[src/rtl/alu_multibyte_seq.sv]
// Multi-byte arithmetic sequencer: runs an external 8-bit ALU once per byte,
// chaining carry between bytes and writing each result byte back to scratch RAM.
module alu_multibyte_seq #(
  parameter int ADDR_W = 8,
  parameter int LEN_W  = 4
) (
  input  logic              clk_i,
  input  logic              rst_n_i,
  input  logic              start_i,
  input  logic [2:0]        op_i,
  input  logic [LEN_W-1:0]  len_i,
  input  logic [ADDR_W-1:0] a_base_i,
  input  logic [ADDR_W-1:0] b_base_i,
  input  logic [ADDR_W-1:0] d_base_i,
  output logic              busy_o,
  output logic              done_o,
  output logic              c_out_o,
  output logic              z_out_o,
  output logic [ADDR_W-1:0] mem_addr_o,
  output logic              mem_we_o,
  output logic [7:0]        mem_wdata_o,
  input  logic [7:0]        mem_rdata_i,
  output logic [3:0]        alu_sel_o,
  output logic [7:0]        alu_a_o,
  output logic [7:0]        alu_b_o,
  output logic              alu_cin_o,
  input  logic [7:0]        alu_result_i,
  input  logic              alu_c_i,
  input  logic              alu_z_i
);

  typedef enum logic [2:0] {S_IDLE, S_RD_A, S_RD_B, S_EXEC, S_FIN} state_t;

  localparam logic [2:0] OP_ADD = 3'd0;
  localparam logic [2:0] OP_SUB = 3'd1;
  localparam logic [2:0] OP_CMP = 3'd2;
  localparam logic [2:0] OP_AND = 3'd3;
  localparam logic [2:0] OP_OR  = 3'd4;
  localparam logic [2:0] OP_XOR = 3'd5;
  localparam logic [2:0] OP_LSL = 3'd6;
  localparam logic [2:0] OP_LSR = 3'd7;

  localparam logic [LEN_W-1:0] LEN_ONE = LEN_W'(1);

  state_t            state_q, state_d;
  logic [2:0]        op_q, op_d;
  logic [LEN_W-1:0]  len_q, len_d;
  logic [LEN_W-1:0]  i_q, i_d;
  logic [ADDR_W-1:0] a_base_q, a_base_d;
  logic [ADDR_W-1:0] b_base_q, b_base_d;
  logic [ADDR_W-1:0] d_base_q, d_base_d;
  logic [7:0]        ar_q, ar_d;
  logic              cr_q, cr_d;
  logic              za_q, za_d;
  logic              c_out_q, c_out_d;
  logic              z_out_q, z_out_d;

  logic [LEN_W-1:0]  k_w;
  logic [ADDR_W-1:0] offset_w;
  logic              first_w;
  logic              last_w;
  logic [3:0]        sel_w;

  // LSR walks the word MSB first so the shifted-out bit carries downward.
  assign k_w      = (op_q == OP_LSR) ? (len_q - LEN_ONE - i_q) : i_q;
  assign offset_w = ADDR_W'(k_w);
  assign first_w  = (i_q == '0);
  assign last_w   = (i_q == (len_q - LEN_ONE));

  always_comb begin
    sel_w = 4'd0;
    case (op_q)
      OP_ADD:  sel_w = first_w ? 4'd0 : 4'd1;
      OP_SUB:  sel_w = first_w ? 4'd2 : 4'd3;
      OP_CMP:  sel_w = first_w ? 4'd2 : 4'd3;
      OP_AND:  sel_w = 4'd5;
      OP_OR:   sel_w = 4'd6;
      OP_XOR:  sel_w = 4'd7;
      OP_LSL:  sel_w = 4'd9;
      OP_LSR:  sel_w = 4'd10;
      default: sel_w = 4'd0;
    endcase
  end

  always_comb begin
    state_d    = state_q;
    op_d       = op_q;
    len_d      = len_q;
    i_d        = i_q;
    a_base_d   = a_base_q;
    b_base_d   = b_base_q;
    d_base_d   = d_base_q;
    ar_d       = ar_q;
    cr_d       = cr_q;
    za_d       = za_q;
    c_out_d    = c_out_q;
    z_out_d    = z_out_q;
    mem_addr_o = '0;
    mem_we_o   = 1'b0;
    alu_sel_o  = 4'd0;
    alu_cin_o  = 1'b0;
    done_o     = 1'b0;

    case (state_q)
      S_IDLE: begin
        if (start_i) begin
          if (len_i != '0) begin
            op_d     = op_i;
            len_d    = len_i;
            a_base_d = a_base_i;
            b_base_d = b_base_i;
            d_base_d = d_base_i;
            i_d      = '0;
            cr_d     = 1'b0;
            za_d     = 1'b1;
            state_d  = S_RD_A;
          end else begin
            c_out_d = 1'b0;
            z_out_d = 1'b1;
            state_d = S_FIN;
          end
        end
      end
      S_RD_A: begin
        mem_addr_o = a_base_q + offset_w;
        alu_sel_o  = sel_w;
        alu_cin_o  = cr_q;
        state_d    = S_RD_B;
      end
      S_RD_B: begin
        mem_addr_o = b_base_q + offset_w;
        alu_sel_o  = sel_w;
        alu_cin_o  = cr_q;
        ar_d       = mem_rdata_i;
        state_d    = S_EXEC;
      end
      S_EXEC: begin
        mem_addr_o = d_base_q + offset_w;
        mem_we_o   = (op_q != OP_CMP);
        alu_sel_o  = sel_w;
        alu_cin_o  = cr_q;
        cr_d       = alu_c_i;
        za_d       = za_q & alu_z_i;
        if (last_w) begin
          // Flags are loaded on entry to FIN so they are already valid with DONE.
          c_out_d = alu_c_i;
          z_out_d = za_q & alu_z_i;
          state_d = S_FIN;
        end else begin
          i_d     = i_q + LEN_ONE;
          state_d = S_RD_A;
        end
      end
      S_FIN: begin
        done_o  = 1'b1;
        state_d = S_IDLE;
      end
      default: state_d = S_IDLE;
    endcase
  end

  always_ff @(posedge clk_i or negedge rst_n_i) begin
    if (!rst_n_i) begin
      state_q  <= S_IDLE;
      op_q     <= OP_ADD;
      len_q    <= '0;
      i_q      <= '0;
      a_base_q <= '0;
      b_base_q <= '0;
      d_base_q <= '0;
      ar_q     <= 8'd0;
      cr_q     <= 1'b0;
      za_q     <= 1'b1;
      c_out_q  <= 1'b0;
      z_out_q  <= 1'b0;
    end else begin
      state_q  <= state_d;
      op_q     <= op_d;
      len_q    <= len_d;
      i_q      <= i_d;
      a_base_q <= a_base_d;
      b_base_q <= b_base_d;
      d_base_q <= d_base_d;
      ar_q     <= ar_d;
      cr_q     <= cr_d;
      za_q     <= za_d;
      c_out_q  <= c_out_d;
      z_out_q  <= z_out_d;
    end
  end

  assign busy_o      = (state_q != S_IDLE);
  assign c_out_o     = c_out_q;
  assign z_out_o     = z_out_q;
  assign mem_wdata_o = alu_result_i;
  assign alu_a_o     = ar_q;
  assign alu_b_o     = mem_rdata_i;

endmodule

[config.mk]
export PLATFORM = sky130hd
export DESIGN_NAME = alu_multibyte_seq
export DESIGN_NICKNAME = d
export VERILOG_FILES = /design/src/rtl/alu_multibyte_seq.sv
export SDC_FILE = /design/constraint.sdc
export NUM_CORES = 1
export LEC_CHECK = 0
export CORE_MARGIN = 2
export CORE_UTILIZATION = 34
export DETAILED_ROUTE_END_ITERATION = 7
export PLACE_DENSITY = 0.65
export RECOVER_POWER = 50
export SYNTH_ARGS = -nofsm -noshare
export SYNTH_HDL_FRONTEND = slang
export SYNTH_SLANG_ARGS = --single-unit
export TNS_END_PERCENT = 10
[constraint.sdc]
create_clock -name clk_i -period 5 [get_ports clk_i]
set_clock_uncertainty 0.2 [all_clocks]
set_input_delay 0.5 -clock clk_i [delete_from_list [all_inputs] [get_ports clk_i]]
set_output_delay 0.5 -clock clk_i [all_outputs]
set_load 0.01 [all_outputs]
==> flow_metrics.tcl <==
set metrics [dict create \
    hold_depth 1 \
    p_leak_uw 0.001636 \
    cp.arrival_ns 3.76 \
    ff2ff_path_depth 5 \
    required_ns 4.30 \
    design_area_mm2 0.003781 \
    postCtsHoldBufs 0 \
    period_share_pct 89.16 \
    cts_tree "done" \
    tightest_slew_ns 2.704 \
    grt_pass1_vias 2173 \
    outcome "finished, violations left" \
    synth_seq_cells 50 \
    cts_sinks 50 \
    ios 94 \
    synth-simple-area-share_pct 10.68 \
    grt_setup_unrepaired "false" \
    grtUsageTotal_pct 13.66 \
    synth-xor-area-share_pct 2.922 \
    critPathTopFamily "adder cells" \
    synth_compound_area_share_pct 7.888 \
    drive_gt1_share_pct 17.59 \
    post_cts_resized 0 \
    max_cap_violations 1 \
    synthArstFlopShare_pct 100.0 \
    clk_latency_ns 0.31 \
    n_antenna_cell 0 \
    r2r_end "c_out_o" \
    cts_root_buffer "clkbuf_8" \
    power.density_mw_per_mm2 741.9 \
    port_buffers 77 \
    coreArea_mm2 0.008636 \
    synth_edf_count 0 \
    hp-class "flop to flop" \
    syn_nets 330 \
    hp-start "alu_a_o[7]" \
    cts_buffer_depth 2 \
    violations "capacitance limit, slew limit" \
    synthAdderAreaFrac_pct 5.509 \
    n_fill_cell 830 \
    rrSetupSlack_ns 2.34 \
    synthToLayoutAreaGrowth_pct 26.13 \
    min_period_ns 4.458 \
    final-setup-viol-count 0 \
    max-vdd-ir-drop_uv 353.5 \
    vias 2098 \
    syn_avg_cell_area_um2 11.27 \
    drc 0 \
    synth.distinct_cells 46 \
    startpoint "len_q[0]" \
    multi_input_area_mm2 0.001489 \
    worstPathCellList "inv_1, ha_1, inv_1, ha_1, nor2b_1, o21a_1, or3_1, a31oi_1, ha_1, o21a_1, a21oi_1, or3b_1, a21oi_1, clkdlybuf4s50_1" \
    cts_made_buffers 5 \
    start_kind "flop" \
    final_nets 387 \
    ys_warn_count 0 \
    syn_inst 266 \
    die_w_um 97.90 \
    setup_tns_ns 0 \
    seqCellArea_mm2 0.001252 \
    cpPeakStageDelay_ns 0.57 \
    ys_seq_area_share_pct 41.78 \
    grt_max_degree 51 \
    synth_top_family_by_area "multiplexers" \
    firstDrtPassIters 4 \
    grt_first_pass_wirelength_um 10660 \
    holdPathEnd "alu_a_o[7]" \
    rows 34 \
    htree_levels 2 \
    place_area_mm2 0.003695 \
    routed_via_density 4.856 \
    gp_congestion 0.7825 \
    first_iter_violations 75 \
    clock.fmax_ghz 0.2243 \
    path_buf_inv 3 \
    wirelength_um 6377 \
    synthMuxAreaShare_pct 22.62 \
    endpoint_kind "output port" \
    cts.clk_slew.worst_paths_ns 0.10 \
    slew_headroom_pct -80.28 \
    critPathKind "flop to output port" \
    ys.flop_type "dfrtp_1" \
    slew_violations 51 \
    hpwl_um 4722 \
    die_h_um 97.90 \
    grt_overflow 0 \
    path_max_fanout 3 \
    fp.dieArea_mm2 0.009584 \
    hold_viol_final 0 \
    syn_area_mm2 0.002998 \
    initial_utilization_pct 34.71 \
    post_drt_wl_per_cell_um 14.76 \
    crit_slowest_cell "clkdlybuf4s50_1" \
    postCtsSetupBuffers 0 \
    worst_path_most_repeated_cell "ha_1" \
    rr_startpoint "state_q[0]" \
    ant_nets 0 \
    antenna_found_initial 0 \
]
layer usage:
metal / track usage (%) / wire length [um] / up-vias
met5: 0 / 0 / -
met2: 22.08 / 2984 / 57
met4: 4.060 / 95 / 0
li1: - / - / 1026
met3: 2.505 / 291 / 11
met1: 18.75 / 3006 / 1004
cell families after synthesis:
logic type               count (synthesis)
AO/OA/AOI/OAI                           40
AND/OR/NAND/NOR                         61
multiplexers                            54
XOR/XNOR                                10
adder cells (fa/ha/maj)                 12
flip-flops                              50
buffers and inverters                   39
power by group:
group / total (uW) / switching (uW) / leakage, uW / internal, uW
combinational: 1790 / 821 / 0.000991 / 968
sequential: 770 / 160 / 0.000600 / 610
clock: 246 / 145 / 0.0000447 / 101
total: 2810 / 1130 / 0.00164 / 1680
metrics by stage:
step | cells | hold slack [ns] | power (uW) | utilization, % | setup WS, ns
global route | 432 | 0.3295 | 3048 | 43.78 | 0.3243
global placement | 424 | 0.2854 | 2550 | 42.78 | 0.9969
CTS | 432 | 0.1159 | 2852 | 43.87 | 0.5281
detailed placement | 424 | 0.2971 | 2586 | 42.78 | 0.9058
finish | 432 | 0.3120 | 2805 | 43.78 | 0.5419
floorplan | 266 | 0.004409 | 1939 | - | 1.578
flip-flops by register name (all words and copies together), names as in the netlist, 3 cells and up:
| name | cells |
|---|---|
| d_base_q | 8 |
| len_q | 4 |
| i_q | 4 |
| a_base_q | 8 |
| state_q | 3 |
| b_base_q | 8 |
| alu_a_o | 8 |
| op_q | 3 |
placed cells by master (no fill, tap or decap), types with 2 or more instances in the layout:
cell type,synthesis,final
a21o_1,2,2
a21oi_1,10,10
and2_1,4,4
clkbuf_1,5,2
clkbuf_8,0,5
clkdlybuf4s50_1,0,65
dfrtp_1,49,49
dlygate4sd3_1,0,11
fa_1,2,2
ha_1,10,10
inv_1,10,10
mux2_2,18,18
mux2_4,23,23
mux2i_1,13,13
nand2_1,15,15
nand2b_1,4,4
nand3_1,4,4
nand3b_1,2,2
nor2_1,12,12
nor3_1,3,3
nor3b_1,2,2
nor4_1,3,3
o211ai_1,2,2
o21a_1,2,2
o21ai_0,15,15
o22ai_1,2,2
or2_2,3,3
or3_1,2,2
xnor2_1,5,5
xor2_1,5,5
layout make-up:
| cell class | count | area share [%] |
|---|---|---|
| multi-input combinational | 177 | 39.38 |
| sequential | 50 | 33.12 |
| timing repair buffer | 79 | 20.45 |
| tap | 108 | 3.574 |
| clock buffer | 5 | 1.820 |
| inverter | 10 | 0.9927 |
| clock inverter | 3 | 0.6618 |
synth_stat cells (3+ instances only):
library cell	count	share of area, %
dfrtp_1	49	41
mux2_4	23	12
mux2_2	18	6.8
buf_4	16	4.0
nand2_1	15	1.9
o21ai_0	15	2.5
mux2i_1	13	4.3
nor2_1	12	1.5
a21oi_1	10	1.7
ha_1	10	4.2
inv_1	10	1.3
clkbuf_1	5	0.63
xnor2_1	5	1.5
xor2_1	5	1.5
and2_1	4	0.83
nand2b_1	4	0.83
nand3_1	4	0.67
buf_2	3	0.50
nor3_1	3	0.50
nor4_1	3	0.63
or2_2	3	0.63
how the worst max path moves through the flow:
stage               cells after the start  slack, ns            end
floorplan                              13       1.58  mem_addr_o[5]
global placement                       14        1.0  mem_addr_o[5]
detailed placement                     14       0.91  mem_addr_o[5]
CTS                                    14       0.53  mem_addr_o[5]
global route                           14       0.32  mem_addr_o[5]
finish                                 14       0.54  mem_addr_o[5]
Note: power is estimated with default switching activity, not from simulation.
